==> config.mk <==
export PLATFORM = sky130hd
export DESIGN_NAME = az_to_lsp_f_poly
export DESIGN_NICKNAME = d
export VERILOG_FILES = /design/src/rtl/az_to_lsp_f_poly.sv
export SDC_FILE = /design/constraint.sdc
export NUM_CORES = 1
export LEC_CHECK = 0
export CAP_MARGIN = 5
export CORE_UTILIZATION = 62
export CTS_CLUSTER_SIZE = 40
export DETAILED_ROUTE_END_ITERATION = 8
export GPL_ROUTABILITY_DRIVEN = 0
export GPL_TIMING_DRIVEN = 0
export PLACE_DENSITY = 0.86
export SKIP_CTS_REPAIR_TIMING = 1
export SYNTH_ARGS = -nofsm -noshare
export SYNTH_HDL_FRONTEND = slang
export SYNTH_SLANG_ARGS = --single-unit
==> constraint.sdc <==
create_clock -name clock -period 15.7 [get_ports clock]
set_input_delay 3.14 -clock clock [delete_from_list [all_inputs] [get_ports clock]]
set_output_delay 3.14 -clock clock [all_outputs]
set_load 0.05 [all_outputs]
==> src/rtl/az_to_lsp_f_poly.sv <==
// Az-to-LSP front end: reads LPC a[1..10] from scratch memory and writes the
// sum/difference polynomials f1[0..5] and f2[0..5] into the LSP_F region.
module az_to_lsp_f_poly #(
    parameter logic [2:0]  LSP_A  = 3'd4,
    parameter logic [1:0]  LSP_F  = 2'd1,
    parameter logic [15:0] F_INIT = 16'd2048
) (
    input  logic        clock,
    input  logic        reset,
    input  logic        start,
    output logic        done,
    output logic        busy,
    output logic        overflow,
    output logic [6:0]  scratch_mem_read_addr,
    input  logic [31:0] scratch_mem_in,
    output logic [6:0]  scratch_mem_write_addr,
    output logic [31:0] scratch_mem_out,
    output logic        scratch_mem_write_en
);

    // state  | meaning
    // IDLE   | waiting for start
    // INIT0  | write F_INIT to f1[0]
    // INIT1  | write F_INIT to f2[0]
    // RDA    | address a[i+1]
    // RDB    | address a[10-i], capture a[i+1]
    // CALC   | a[10-i] on read bus; write f1[i+1], register f2[i+1]
    // WRF2   | write f2[i+1], advance or finish
    // DONE   | one-cycle done pulse
    typedef enum logic [2:0] {
        S_IDLE, S_INIT0, S_INIT1, S_RDA, S_RDB, S_CALC, S_WRF2, S_DONE
    } state_t;

    state_t      state_q, state_d;
    logic [2:0]  i_q, i_d;
    logic [15:0] a_lo_q, a_lo_d;
    logic [15:0] f1prev_q, f1prev_d;
    logic [15:0] f2prev_q, f2prev_d;
    logic [15:0] f2_q, f2_d;
    logic        overflow_q, overflow_d;
    logic [6:0]  read_addr_q, read_addr_d;

    logic [3:0]         idx_next;
    logic signed [16:0] s_sum, s_diff;
    logic signed [17:0] f1_wide, f2_wide;
    logic [15:0]        f1_sat, f2_sat;
    logic               f1_clamp, f2_clamp;

    assign idx_next = {1'b0, i_q} + 4'd1;

    // The halved sum/difference always fits 16 bits; only the accumulation
    // against the previous term can leave the Q12 range.
    always_comb begin
        s_sum   = $signed({a_lo_q[15], a_lo_q}) + $signed({scratch_mem_in[15], scratch_mem_in[15:0]});
        s_diff  = $signed({a_lo_q[15], a_lo_q}) - $signed({scratch_mem_in[15], scratch_mem_in[15:0]});
        f1_wide = $signed({{2{s_sum[16]}}, s_sum[16:1]}) - $signed({{2{f1prev_q[15]}}, f1prev_q});
        f2_wide = $signed({{2{s_diff[16]}}, s_diff[16:1]}) + $signed({{2{f2prev_q[15]}}, f2prev_q});
        f1_clamp = 1'b0;
        f2_clamp = 1'b0;
        f1_sat   = f1_wide[15:0];
        f2_sat   = f2_wide[15:0];
        if (f1_wide > 18'sd32767) begin
            f1_sat   = 16'h7fff;
            f1_clamp = 1'b1;
        end else if (f1_wide < -18'sd32768) begin
            f1_sat   = 16'h8000;
            f1_clamp = 1'b1;
        end
        if (f2_wide > 18'sd32767) begin
            f2_sat   = 16'h7fff;
            f2_clamp = 1'b1;
        end else if (f2_wide < -18'sd32768) begin
            f2_sat   = 16'h8000;
            f2_clamp = 1'b1;
        end
    end

    always_comb begin
        state_d      = state_q;
        i_d          = i_q;
        a_lo_d       = a_lo_q;
        f1prev_d     = f1prev_q;
        f2prev_d     = f2prev_q;
        f2_d         = f2_q;
        overflow_d   = overflow_q;
        read_addr_d  = read_addr_q;
        done         = 1'b0;
        scratch_mem_write_en   = 1'b0;
        scratch_mem_write_addr = 7'd0;
        scratch_mem_out        = 32'd0;
        case (state_q)
            S_IDLE: begin
                if (start) begin
                    state_d    = S_INIT0;
                    overflow_d = 1'b0;
                end
            end
            S_INIT0: begin
                scratch_mem_write_en   = 1'b1;
                scratch_mem_write_addr = {LSP_F, 1'b0, 4'd0};
                scratch_mem_out        = {{16{F_INIT[15]}}, F_INIT};
                f1prev_d = F_INIT;
                i_d      = 3'd0;
                state_d  = S_INIT1;
            end
            S_INIT1: begin
                scratch_mem_write_en   = 1'b1;
                scratch_mem_write_addr = {LSP_F, 1'b1, 4'd0};
                scratch_mem_out        = {{16{F_INIT[15]}}, F_INIT};
                f2prev_d = F_INIT;
                state_d  = S_RDA;
            end
            S_RDA: begin
                read_addr_d = {LSP_A, idx_next};
                state_d     = S_RDB;
            end
            S_RDB: begin
                read_addr_d = {LSP_A, 4'd10 - {1'b0, i_q}};
                a_lo_d      = scratch_mem_in[15:0];
                state_d     = S_CALC;
            end
            S_CALC: begin
                scratch_mem_write_en   = 1'b1;
                scratch_mem_write_addr = {LSP_F, 1'b0, idx_next};
                scratch_mem_out        = {{16{f1_sat[15]}}, f1_sat};
                f1prev_d   = f1_sat;
                f2_d       = f2_sat;
                overflow_d = overflow_q | f1_clamp | f2_clamp;
                state_d    = S_WRF2;
            end
            S_WRF2: begin
                scratch_mem_write_en   = 1'b1;
                scratch_mem_write_addr = {LSP_F, 1'b1, idx_next};
                scratch_mem_out        = {{16{f2_q[15]}}, f2_q};
                f2prev_d = f2_q;
                if (i_q == 3'd4) begin
                    state_d = S_DONE;
                end else begin
                    i_d     = i_q + 3'd1;
                    state_d = S_RDA;
                end
            end
            S_DONE: begin
                done    = 1'b1;
                state_d = S_IDLE;
            end
            default: state_d = S_IDLE;
        endcase
    end

    // The RAM registers the address, so the read address is driven
    // combinationally in RDA/RDB and held from its register otherwise.
    assign scratch_mem_read_addr = read_addr_d;
    assign busy     = (state_q != S_IDLE);
    assign overflow = overflow_q;

    always_ff @(posedge clock or negedge reset) begin
        if (!reset) begin
            state_q     <= S_IDLE;
            i_q         <= 3'd0;
            a_lo_q      <= 16'd0;
            f1prev_q    <= 16'd0;
            f2prev_q    <= 16'd0;
            f2_q        <= 16'd0;
            overflow_q  <= 1'b0;
            read_addr_q <= 7'd0;
        end else begin
            state_q     <= state_d;
            i_q         <= i_d;
            a_lo_q      <= a_lo_d;
            f1prev_q    <= f1prev_d;
            f2prev_q    <= f2prev_d;
            f2_q        <= f2_d;
            overflow_q  <= overflow_d;
            read_addr_q <= read_addr_d;
        end
    end

endmodule

Word level (Yosys, flattened, before mapping) --
Index checks and enable logic that the tools add are counted.
Word-level totals: register bits 78, input bits 35, output and inout port bits 50, word-level logic and storage cells 63
Operators by class: $add $sub $neg 7, order comparisons 4, equal/unequal tests 10, muxes and demuxes 22, bitwise gates (word level) 2, reductions and logical operators 10
Operators with widths (count):
- 32-bit case mux with 3 select lines | 1
- 16-bit 2-to-1 mux | 4
- 16-bit case mux with 2 select lines | 2
- 16-bit by 16-bit adder with 17-bit output | 2
- 17-bit by 16-bit greater-than comparator with 1-bit output, second input constant | 2
- 17-bit by 16-bit less-than comparator with 1-bit output, second input constant | 2
- 16-bit by 16-bit subtractor with 17-bit output | 2
- 3-bit case mux with 8 select lines | 1
- 6-bit case mux with 4 select lines | 1
- 3-bit == test, second input constant | 5
- 7-bit case mux with 2 select lines | 1
- 3-bit 2-to-1 mux | 3
- 2-bit nonzero test | 4
- 1-bit 2-to-1 mux | 7
- 3-bit by 2-bit == test with 1-bit output, second input constant | 2
- 3-bit case mux with 2 select lines | 1
- 3-bit by 1-bit adder with 4-bit output, second input constant | 1
- 2-bit inequality test, second input constant | 2
- 2-bit AND reduction | 2
- 4-bit OR reduction | 1
- 4-bit by 3-bit subtractor with 4-bit output, first input constant | 1
- 3-bit by 1-bit adder with 3-bit output, second input constant | 1
- 3-bit by 1-bit == test with 1-bit output, second input constant | 1
- 3-bit zero test | 1
- other kinds (4) | 5

Longest topological paths before layout --
word-level depth 8, mapped depth 23

Worst setup path before layout --
Ideal clock, no wire load.
kind input-to-output, from input scratch_mem_in[2], to output scratch_mem_out[14], data arrival time 8.213 ns, data required time 12.560 ns, slack 4.347 ns, cell stages on the path 22, path buffers 3, cell sequence inv_1 > ha_1 > buf_2 > nor2_1 > a311oi_1 > or2_2 > a221oi_1 > o221ai_1 > nor4b_1 > a2111oi_1 > a21oi_1 > xnor2_1 > ha_1 > clkbuf_1 > and3_1 > clkbuf_1 > a221o_1 > a31o_2 > nor3b_1 > mux2i_2 > nand3_2 > o21ai_0
On the way: cells in the longest elaborated chain, start to end 6
Ends and longest elaborated chain:
- start, declared | RTL line 15 | input logic [31:0] scratch_mem_in,
- 16-bit by 16-bit adder with 17-bit output (*) | RTL line 54 | s_sum = $signed({a_lo_q[15], a_lo_q}) + $signed({scratch_mem_in[15], scratch_mem_in[15:0]});
- 16-bit by 16-bit subtractor with 17-bit output (*) | RTL line 56 | f1_wide = $signed({{2{s_sum[16]}}, s_sum[16:1]}) - $signed({{2{f1prev_q[15]}}, f1prev_q});
- 17-bit by 16-bit less-than comparator with 1-bit output | RTL line 65 | end else if (f1_wide < -18'sd32768) begin
- 16-bit 2-to-1 mux | RTL line 65
- 16-bit 2-to-1 mux (*) | RTL line 62 | if (f1_wide > 18'sd32767) begin
- 32-bit case mux with 3 select lines (*) | RTL line 91 | case (state_q)
- end, declared | RTL line 17 | output logic [31:0] scratch_mem_out,
Mark *: on every way between the ends. The rest lies on a longest branch, timed or not.

Worst setup path in the final report --
from input scratch_mem_in[2], to output scratch_mem_out[17]
The elaborated chain is that of the path after synthesis.

==> impl_results.md <==
* Post-synth EDFFs at 0
* Core Area at 10500 µm²
* Net Count, Synth at roughly 950
* Antenna Violating Nets Remaining at 0
* Antenna cell count at 0
* Worst slew pin tran at around 0.75 ns
* WP data arrival at roughly 10 ns
* Worst-path fanout max at 17
* Top cell type's share of synthesized area at 0.288
* Die footprint at around 11000 µm²
* Ys flop type: dfrtp_1
* GRT Util Overall at 0.329
* Vias in the first global route at approximately 6000
* Slew Viols, Final at 0
* Hold WC Path Type: register to register
* Final setup fails at 0
* R2R Path Start: a_lo_q[2]$_DFFE_PN0P_
* Root buffer cell: clkbuf_8
* Skew-Pair Late Insertion Delay at about 0.37 ns
* Ys async rst share at 1.00
* Clock Skew at about 0.016 ns
* Average size of a mapped cell at 8.10 µm²
* Reg2Reg Depth at 19
* Area contributors post-synth: dfrtp_1 29%, ha_1 13%, nand2_1 5.3%, xnor2_1 4.5%, inv_1 4.3%
* Final period util at 0.839
* Setup TNS at 0 ns
* Worst setup path category: input pin to primary output
* YS warnings at 0
* Mapped Area at between 6000 and 7000 µm²
* Period minus WS final at between 10 and 15 ns
* # nets final at about 1000
* Die X at about 110 µm
* Hold Path Depth at 1
* Reg2reg end: f1prev_q[12]$_DFFE_PN0P_
* Vias at approximately 6400
* Register area share after synthesis at 0.288
* Wirelength per Cell at 16.7 µm
* Leading cell types in the layout, fill and taps excluded: 95 x nand2_1, 78 x inv_1, 78 x dfrtp_1
* Total gr overflow at 0
* Largest net degree at the start of global routing at 71
* Setup crit end kind: primary output
* Detailed placement HPWL at approximately 14000 µm
* Port buffer count at 67
* Startpoint Class: input pin
* First-pass GRT wire length at between 20000 and 30000 µm
* CTS clk-pin slew, worst paths at ~0.08 ns
* R2R Setup Slk at about 9.8 ns
* Mapped Cells at 837
* 1st-iter DRT viols at just under 700
* Pre-antenna DRT Iters at 5
* Core Rows at 37
* Fin. Hold Viols at 0
* Synth unique cells at 71
* Required @ worst endpoint at 12.56 ns
* RSZ-0062 raised after global routing: no
* Starting Density at 0.648
* Clock buffer count from CTS at 9
* Hold Path Sink: read_addr_q[6]$_DFF_PN0_
* TritonCTS clock tree: yes
* Post-synth top area cell: dfrtp_1
* Register area at 1950 µm²
* Max-cap viol count at 0
* DRC Markers at 0
* # clock sinks at between 70 and 80
* I/O pins at 85
* Worst rel slew slack at 0.499
* Worst hold start: read_addr_q[6]$_DFF_PN0_
* Final WL at between 15000 and 20000 µm
* Area of the multi-input gates at roughly 4300 µm²
* FILL cells at about 800
* Max Freq at ~76 MHz
* DIE HEIGHT at around 110 µm
* Most common cell after layout, fill and taps aside: nand2_1
* Seq cells post-synth at 78
* H-tree depth at 3
* Outcome: finished, final reports clean
* Share of post-route cells with drive strength above 1 at 0.0619
* Via density at ~6
* Initial antenna violation count at 0
* Clock buffer depth at 2
* Area Overhead vs Synth at 15.5%
worst max-delay path, stage by stage:
cell and delay [ns]:
clkdlybuf4s50_1 0.48, inv_1 0.06, ha_1 0.27, buf_2 0.18
nor2_1 0.07, a311oi_1 0.43, or2_2 0.20, a221oi_1 0.10
o221ai_1 0.34, nor4b_1 0.10, a2111oi_1 0.68, a21oi_1 0.18
xnor2_1 0.27, ha_1 0.28, clkbuf_1 0.18, and3_1 0.19
clkbuf_1 0.16, a221o_1 0.34, a31o_2 0.26, nor3b_1 0.32
o21a_1 0.23, o21a_1 0.52, buf_4 0.21, clkdlybuf4s50_1 0.81
per-stage QoR:
stage,hold slack [ns],area [µm²],worst slack [ns],instances,utilization
after global routing,0.487,7830,2.09,1057,0.748
after detailed placement,0.465,7640,2.59,1041,0.730
after CTS,0.486,7830,2.59,1057,0.748
after floorplan,0.458,6780,4.35,837,-
after global placement,0.457,7620,2.85,1040,0.728
final,0.488,7830,2.53,1057,0.748
area by class of cell:
type,instances,area share
clock buffers,12,0.0198
plain buffers,52,0.0347
clock inverters,4,0.00384
flip-flops and latches,78,0.249
well taps,136,0.0217
repair buffers,68,0.0889
multi-input cells,628,0.544
inverters,79,0.0379
state kept, by name (all words and copies together) (netlist names):
signal	count
a_lo_q	16
f1prev_q	16
f2_q	16
f2prev_q	16
read_addr_q	7
i_q	3
state_q	3
overflow	1
cells in the mapped netlist, drive strengths merged (12+ instances only):
cell	n
a21oi	57
xnor2	35
inv	78
nor2	69
nor2b	12
nand2	95
o22ai	27
o21ai	72
buf	20
clkbuf	32
dfrtp	78
nand3	13
ha	70
xor2	17
per-layer routing:
metal | share of wire | global-route usage | vias to the layer above
li1 | - | - | 3046
met1 | 0.42 | 0.431 | 3025
met2 | 0.47 | 0.539 | 295
met3 | 0.079 | 0.0650 | 49
met4 | 0.027 | 0.118 | 0
met5 | 0 | 0 | -
cells by family after synthesis:
family / synth area share
flops: 0.288
fa+ha+maj: 0.150
buf+inv: 0.0838
xor+xnor: 0.0672
other cells: 0.000553
simple gates: 0.165
compound gates: 0.234
mux: 0.0118
worst max path at each step:
stage | from | to | cells past startpoint
4_1_cts | scratch_mem_in[2] | scratch_mem_out[17] | 24
6_report | scratch_mem_in[2] | scratch_mem_out[17] | 24
5_1_grt | scratch_mem_in[2] | scratch_mem_out[17] | 24
2_1_floorplan | scratch_mem_in[2] | scratch_mem_out[14] | 22
3_5_place_dp | scratch_mem_in[2] | scratch_mem_out[17] | 24
3_3_place_gp | scratch_mem_in[2] | scratch_mem_out[20] | 24
Power is not shown: default switching activity piles up to over one toggle a cycle in this logic, so the estimate is an artifact.
